$ cat src/rtl/mem_subsys_pkg.sv
// Shared types for the L1D lower-side memory subsystem.
//   wb_entry_t       : one writeback buffer slot {valid, paddr, data}
//   lc_req_t         : request presented to the lower cache {paddr, data, we}
//   wb_issue_state_t : lower-side issue FSM states
package mem_subsys_pkg;

    localparam int PADDR_W = 22;
    localparam int DATA_W  = 64;

    typedef struct packed {
        logic               valid;
        logic [PADDR_W-1:0] paddr;
        logic [DATA_W-1:0]  data;
    } wb_entry_t;

    typedef struct packed {
        logic [PADDR_W-1:0] paddr;
        logic [DATA_W-1:0]  data;
        logic               we;
    } lc_req_t;

    typedef enum logic [1:0] {
        IDLE,
        SEND_RD,
        SEND_WB
    } wb_issue_state_t;

endpackage

$ cat src/rtl/wb_addr_match.sv
// Parallel address compare across all writeback entries.
//   entries      : buffer contents
//   paddr        : address being looked up
//   head, tail   : FIFO pointers (age is measured back from tail)
//   head_locked  : head entry is currently presented on the lower port
//   hit          : some valid entry matches
//   hit_idx      : youngest matching entry
//   hit_unlocked : youngest match may be coalesced into
module wb_addr_match
    import mem_subsys_pkg::*;
#(
    parameter int DEPTH = 4,
    parameter int PTR_W = $clog2(DEPTH)
) (
    input  wb_entry_t [DEPTH-1:0] entries,
    input  logic [PADDR_W-1:0]    paddr,
    input  logic [PTR_W-1:0]      head,
    input  logic [PTR_W-1:0]      tail,
    input  logic                  head_locked,
    output logic                  hit,
    output logic [PTR_W-1:0]      hit_idx,
    output logic                  hit_unlocked
);

    logic [DEPTH-1:0] eq;

    for (genvar i = 0; i < DEPTH; i++) begin : g_cmp
        assign eq[i] = entries[i].valid && (entries[i].paddr == paddr);
    end

    // Walk oldest to youngest so the youngest match wins.
    always_comb begin
        logic [PTR_W-1:0] idx;
        hit     = 1'b0;
        hit_idx = '0;
        idx     = '0;
        for (int k = DEPTH - 1; k >= 0; k--) begin
            idx = tail - PTR_W'(k + 1);
            if (eq[idx]) begin
                hit     = 1'b1;
                hit_idx = idx;
            end
        end
    end

    // The head is the oldest entry, so if the youngest match is the locked
    // head there is no other match and the write must allocate.
    assign hit_unlocked = hit && !(head_locked && (hit_idx == head));

endmodule

$ cat src/rtl/l1d_writeback_buffer.sv
// Writeback buffer between the L1D lower-cache port and L2.
// Evictions are absorbed into a FIFO (coalescing on address), read misses
// go down one at a time, and reads that hit a pending writeback are
// answered straight from the buffer.
//   l1_*  : request in from L1D / read response back to L1D
//   lc_*  : request out to lower cache / read response from lower cache
//   wb_count_out : occupied entries, empty_out : fully idle
module l1d_writeback_buffer
    import mem_subsys_pkg::*;
#(
    parameter int PADDR_BITS = PADDR_W,
    parameter int WB_DEPTH   = 4,
    parameter int CNT_W      = $clog2(WB_DEPTH + 1)
) (
    input  logic                  clk_in,
    input  logic                  rst_N_in,
    input  logic                  l1_valid_in,
    output logic                  l1_ready_out,
    input  logic [PADDR_BITS-1:0] l1_addr_in,
    input  logic [63:0]           l1_value_in,
    input  logic                  l1_we_in,
    output logic                  l1_valid_out,
    input  logic                  l1_ready_in,
    output logic [PADDR_BITS-1:0] l1_addr_out,
    output logic [63:0]           l1_value_out,
    output logic                  lc_valid_out,
    input  logic                  lc_ready_in,
    output logic [PADDR_BITS-1:0] lc_addr_out,
    output logic [63:0]           lc_value_out,
    output logic                  lc_we_out,
    input  logic                  lc_valid_in,
    output logic                  lc_ready_out,
    input  logic [PADDR_BITS-1:0] lc_addr_in,
    input  logic [63:0]           lc_value_in,
    output logic [CNT_W-1:0]      wb_count_out,
    output logic                  empty_out
);

    localparam int PTR_W = $clog2(WB_DEPTH);

    wb_entry_t [WB_DEPTH-1:0] mem;
    logic [PTR_W-1:0]         head, tail;
    logic [CNT_W-1:0]         count;
    logic                     rd_busy, rd_issued;
    logic [PADDR_BITS-1:0]    rd_addr;
    logic                     resp_valid;
    logic [PADDR_BITS-1:0]    resp_addr;
    logic [63:0]              resp_data;
    wb_issue_state_t          state, state_nxt;
    lc_req_t                  lc_req;

    logic             m_hit, m_hit_unlocked;
    logic [PTR_W-1:0] m_idx;
    logic             head_locked, full, wr_acc, rd_acc, push, pop, rd_sent, resp_acc;

    // The head is only ever popped from SEND_WB, so lock it for exactly that state.
    assign head_locked  = (state == SEND_WB);
    assign full         = (count == CNT_W'(WB_DEPTH));
    assign l1_ready_out = l1_we_in ? !full : (!rd_busy && !resp_valid);
    assign wr_acc       = l1_valid_in && l1_ready_out && l1_we_in;
    assign rd_acc       = l1_valid_in && l1_ready_out && !l1_we_in;
    assign push         = wr_acc && !m_hit_unlocked;
    assign pop          = (state == SEND_WB) && lc_ready_in;
    assign rd_sent      = (state == SEND_RD) && lc_ready_in;
    assign lc_ready_out = !resp_valid;
    assign resp_acc     = lc_valid_in && lc_ready_out;

    wb_addr_match #(.DEPTH(WB_DEPTH), .PTR_W(PTR_W)) u_match (
        .entries      (mem),
        .paddr        (l1_addr_in),
        .head         (head),
        .tail         (tail),
        .head_locked  (head_locked),
        .hit          (m_hit),
        .hit_idx      (m_idx),
        .hit_unlocked (m_hit_unlocked)
    );

    always_ff @(posedge clk_in or negedge rst_N_in) begin
        if (!rst_N_in) begin
            mem        <= '0;
            head       <= '0;
            tail       <= '0;
            count      <= '0;
            rd_busy    <= 1'b0;
            rd_issued  <= 1'b0;
            rd_addr    <= '0;
            resp_valid <= 1'b0;
            resp_addr  <= '0;
            resp_data  <= '0;
        end else begin
            if (wr_acc) begin
                if (m_hit_unlocked) begin
                    mem[m_idx].data <= l1_value_in;
                end else begin
                    mem[tail] <= '{valid: 1'b1, paddr: l1_addr_in, data: l1_value_in};
                    tail      <= tail + 1'b1;
                end
            end
            // Pop and push never touch the same slot: a full buffer takes no writes.
            if (pop) begin
                mem[head].valid <= 1'b0;
                head            <= head + 1'b1;
            end
            count <= count + CNT_W'(push) - CNT_W'(pop);

            if (rd_sent) rd_issued <= 1'b1;
            if (resp_valid && l1_ready_in) resp_valid <= 1'b0;

            // Forward and lc response are mutually exclusive: both need !resp_valid,
            // and a forward additionally needs !rd_busy.
            if (rd_acc) begin
                if (m_hit) begin
                    resp_valid <= 1'b1;
                    resp_addr  <= l1_addr_in;
                    resp_data  <= mem[m_idx].data;
                end else begin
                    rd_busy   <= 1'b1;
                    rd_issued <= 1'b0;
                    rd_addr   <= l1_addr_in;
                end
            end
            if (resp_acc) begin
                resp_valid <= 1'b1;
                resp_addr  <= lc_addr_in;
                resp_data  <= lc_value_in;
                rd_busy    <= 1'b0;
            end
        end
    end

    always_ff @(posedge clk_in or negedge rst_N_in) begin
        if (!rst_N_in) state <= IDLE;
        else           state <= state_nxt;
    end

    // Writeback payload is read live from the head slot; the head is locked
    // while presented so it cannot change under the handshake.
    always_comb begin
        state_nxt    = state;
        lc_req       = '0;
        lc_valid_out = 1'b0;
        unique case (state)
            IDLE: begin
                if (full)                        state_nxt = SEND_WB;
                else if (rd_busy && !rd_issued)  state_nxt = SEND_RD;
                else if (count != '0)            state_nxt = SEND_WB;
            end
            SEND_RD: begin
                lc_valid_out = 1'b1;
                lc_req.paddr = rd_addr;
                if (lc_ready_in) state_nxt = IDLE;
            end
            SEND_WB: begin
                lc_valid_out = 1'b1;
                lc_req.paddr = mem[head].paddr;
                lc_req.data  = mem[head].data;
                lc_req.we    = 1'b1;
                if (lc_ready_in) state_nxt = IDLE;
            end
            default: state_nxt = IDLE;
        endcase
    end

    assign lc_addr_out  = lc_req.paddr;
    assign lc_value_out = lc_req.data;
    assign lc_we_out    = lc_req.we;
    assign l1_valid_out = resp_valid;
    assign l1_addr_out  = resp_addr;
    assign l1_value_out = resp_data;
    assign wb_count_out = count;
    assign empty_out    = (count == '0) && !rd_busy && !resp_valid;

endmodule

$ cat config.mk
export PLATFORM = sky130hd
export DESIGN_NAME = l1d_writeback_buffer
export DESIGN_NICKNAME = d
export VERILOG_FILES = /design/src/rtl/mem_subsys_pkg.sv /design/src/rtl/wb_addr_match.sv /design/src/rtl/l1d_writeback_buffer.sv
export SDC_FILE = /design/constraint.sdc
export NUM_CORES = 2
export LEC_CHECK = 0
export CORE_ASPECT_RATIO = 0.9
export CORE_MARGIN = 3
export CORE_UTILIZATION = 55
export CTS_CLUSTER_SIZE = 24
export DETAILED_ROUTE_END_ITERATION = 16
export MAX_ROUTING_LAYER = met4
export PLACE_DENSITY = 0.79
export SYNTH_ARGS = -nofsm -noshare
export SYNTH_HDL_FRONTEND = slang
export SYNTH_SLANG_ARGS = --single-unit
$ cat constraint.sdc
create_clock -name clk_in -period 7.6 [get_ports clk_in]
set_clock_uncertainty 0.1 [all_clocks]
set_input_delay 0.76 -clock clk_in [delete_from_list [all_inputs] [get_ports clk_in]]
set_output_delay 0.76 -clock clk_in [all_outputs]
set_load 0.01 [all_outputs]
==> results.md <==
Timing
- **clock period minus worst slack** 5650 ps
- **setup repair after global routing missed its margin** no
- **Least-Margin Pin Slew** 1350 ps
- **Final Max Slew Viols** 0
- **Sum Neg Setup Slack** 0 ps
- **fmax** 0.177 GHz
- **crit share post-route** 0.743
- **Fin. Hold Viols** 0
- **final-report setup violation count** 0
- **Worst Hold Slack** 51.2 ps
- **normalized max-slew margin** 0.100
- **slack of the critical path** 1950 ps

Route
- **post-route ant nets** 0
- **residual DRC count** 0
- **number of detailed-route iterations in the first pass** 6
- **vias** 25600
- **routed len/inst** 27.8 um
- **Detailed Route WL** 97900 um
- **vias per std cell** 7.26
- **initial DRC count** 3894

Critical path
- **most common cell type on the critical path** buf_4
- **critical path data arrival time** 6030 ps
- **delay of the slowest critical-path stage** 920 ps
- **crit start category** input port
- **crit end category** flip-flop
- **largest fanout on the critical path** 64
- **class of the most critical setup path** in -> reg
- **critical path's slowest cell** buf_4
- **CP Cell Sequence** clkdlybuf4s50_1 > xnor2_1 > nand4_1 > nor4_1 > and3_1 > o221a_1 > o311a_4 > buf_4 > nand2b_2 > nor3_1 > a22oi_4 > buf_4 > a211o_1
- **Req. time, crit path** 7980 ps

Logic synthesis
- **Seq/Total Area, Yosys** 0.420
- **number of flops mapped to enable cells by yosys** 0
- **number of register bits inferred by synthesis** 468
- **post-synthesis instance area** 27900 um^2
- **number of different library cells in the post-synthesis netlist** 62
- **Post-Syn Instances** 2659
- **Most used DFF post-synth** dfrtp_1
- **mean area per synthesized cell** 10.5 um^2
- **total number of yosys warnings** 0
- **net count of the mapped netlist** 2852
- **ys async rst share** 1.00

Finish
- **layout cell share with drive strength beyond 1** 0.127
- **Net count, final** 2997
- **area growth from synthesis to final layout** 19.5%
- **top library cells by usage in the layout, fill and taps aside** dfrtp_1, clkdlybuf4s50_1, nand2_1
- **filler cell count in the final layout** 3697
- **most common cell after layout, fill and taps aside** dfrtp_1

Power and ir drop
- **Worst VDD drop** 245 uV
- **pwr dens** 375 nW/um^2
- **leakage power figure** 12.9 nW

Floorplan
- **Chip Height** 220 um
- **Die Footprint** 53400 um^2
- **Die X-Extent** 243 um
- **Boundary Pins** 360
- **Initial Util** 0.562
- **Row Count** 77
- **Std-Cell Core Area** 49600 um^2

CTS
- **number of buffers inserted for hold repair after clock tree synthesis** 0
- **clock transition at the registers of the reported paths** 60 ps
- **clk sinks** 468
- **clock tree from TritonCTS** built
- **Resized Gates After CTS** 0
- **CTS HTree Levels** 2
- **clock tree buffer depth** 3
- **insertion delay of the later-clocked pin in the worst-skew pair** 620 ps
- **Num CTS Buffers** 51
- **postcts setup bufs** 0
- **cell at the root of the clock tree** clkbuf_16

Job
- **maxcap violations** 0

Place
- **final HPWL from detailed placement** 56000 um
- **Final Wtd Congestion** 0.961
- **worst setup slack after placement** 1460 ps
- **count of input and output buffers** 359

Min path
- **path type of the worst min-delay path** in -> async

Global route
- **vias in the first global route** 25500
- **global-route wire length before repair** 149000 um
- **largest net degree at the start of global routing** 243
- **number of antenna violations at the first check in global routing** 8
- **remaining global-route overflow** 0
- **total global routing track utilization** 0.365

Run status
- **status** complete, no violations

## cells in the mapped netlist (all sizes together), types with 77 or more instances
master | n | share of area
mux4 | 86 | 0.069
buf | 108 | 0.022
o311ai | 194 | 0.061
nand3 | 207 | 0.037
dfrtp | 468 | 0.42
a22oi | 147 | 0.040
clkbuf | 204 | 0.027
o211ai | 192 | 0.052
mux2i | 150 | 0.054
nand2 | 227 | 0.031
nor3 | 77 | 0.014
mux2 | 110 | 0.044
## logic make-up after synthesis
family	Yosys count	synth area share
fa+ha+maj	14	0.00655
buf+inv	331	0.0520
compound gates	665	0.189
xor+xnor	95	0.0308
mux	346	0.168
simple gates	740	0.134
flops	468	0.420
## where the power goes
group	switching, W	total, W	internal [W]
logic	0.00249	0.00528	0.00279
clock network	0.00107	0.00265	0.00158
registers	0.000993	0.00455	0.00356
## final timing paths
kind                                  start          endpoint  slack [ps]  cells past startpoint
max                          l1_addr_in[16]         flip-flop        1950                     13
min                                rst_N_in   l1_addr_out[14]          50                      1
max reg2reg                       flip-flop         flip-flop        2460                     12
min reg2reg                l1_value_out[14]  l1_value_out[14]         390                      2
max in group asynchronous          rst_N_in  l1_value_out[42]        5690                      2
min in group clk_in        l1_value_out[14]  l1_value_out[14]         390                      2
## through the flow
stage | area, um^2 | total power [W] | cells | utilization
floorplan | 27900 | 0.00762 | 2659 | -
global placement | 31500 | 0.00950 | 3422 | 0.635
detailed placement | 31500 | 0.00972 | 3422 | 0.635
CTS | 33300 | 0.0124 | 3511 | 0.671
global route | 33300 | 0.0130 | 3519 | 0.671
finish | 33300 | 0.0125 | 3522 | 0.671
## area by class of cell
| class | instances | area [um^2] | area share |
|---|---|---|---|
| Antenna cell | 11 | 27.5 | 0.000827 |
| Clock buffer | 70 | 1470 | 0.0441 |
| Clock inverter | 19 | 294 | 0.00883 |
| Inverter | 19 | 71.3 | 0.00214 |
| Multi-Input combinational cell | 1860 | 14800 | 0.445 |
| Sequential cell | 468 | 11700 | 0.352 |
| Tap cell | 671 | 840 | 0.0252 |
| Timing Repair Buffer | 404 | 4050 | 0.122 |
## routing by layer
layer  GRT usage  up-vias  part of all wire  wire (um)
met4       0.160        0             0.042       4090
li1            -    10600                 -          -
met3      0.0795      355              0.12      12000
met5           -        -                 0          0
met2       0.547     1915              0.45      44300
met1       0.483    12700              0.38      37500
## critical path: cells and delay by family
kind	cells	cell delay, ps
compound gates	4	1170
simple gates	5	1480
buf+inv	3	2020
xor+xnor	1	540
Note: power is estimated with default switching activity, not from simulation.
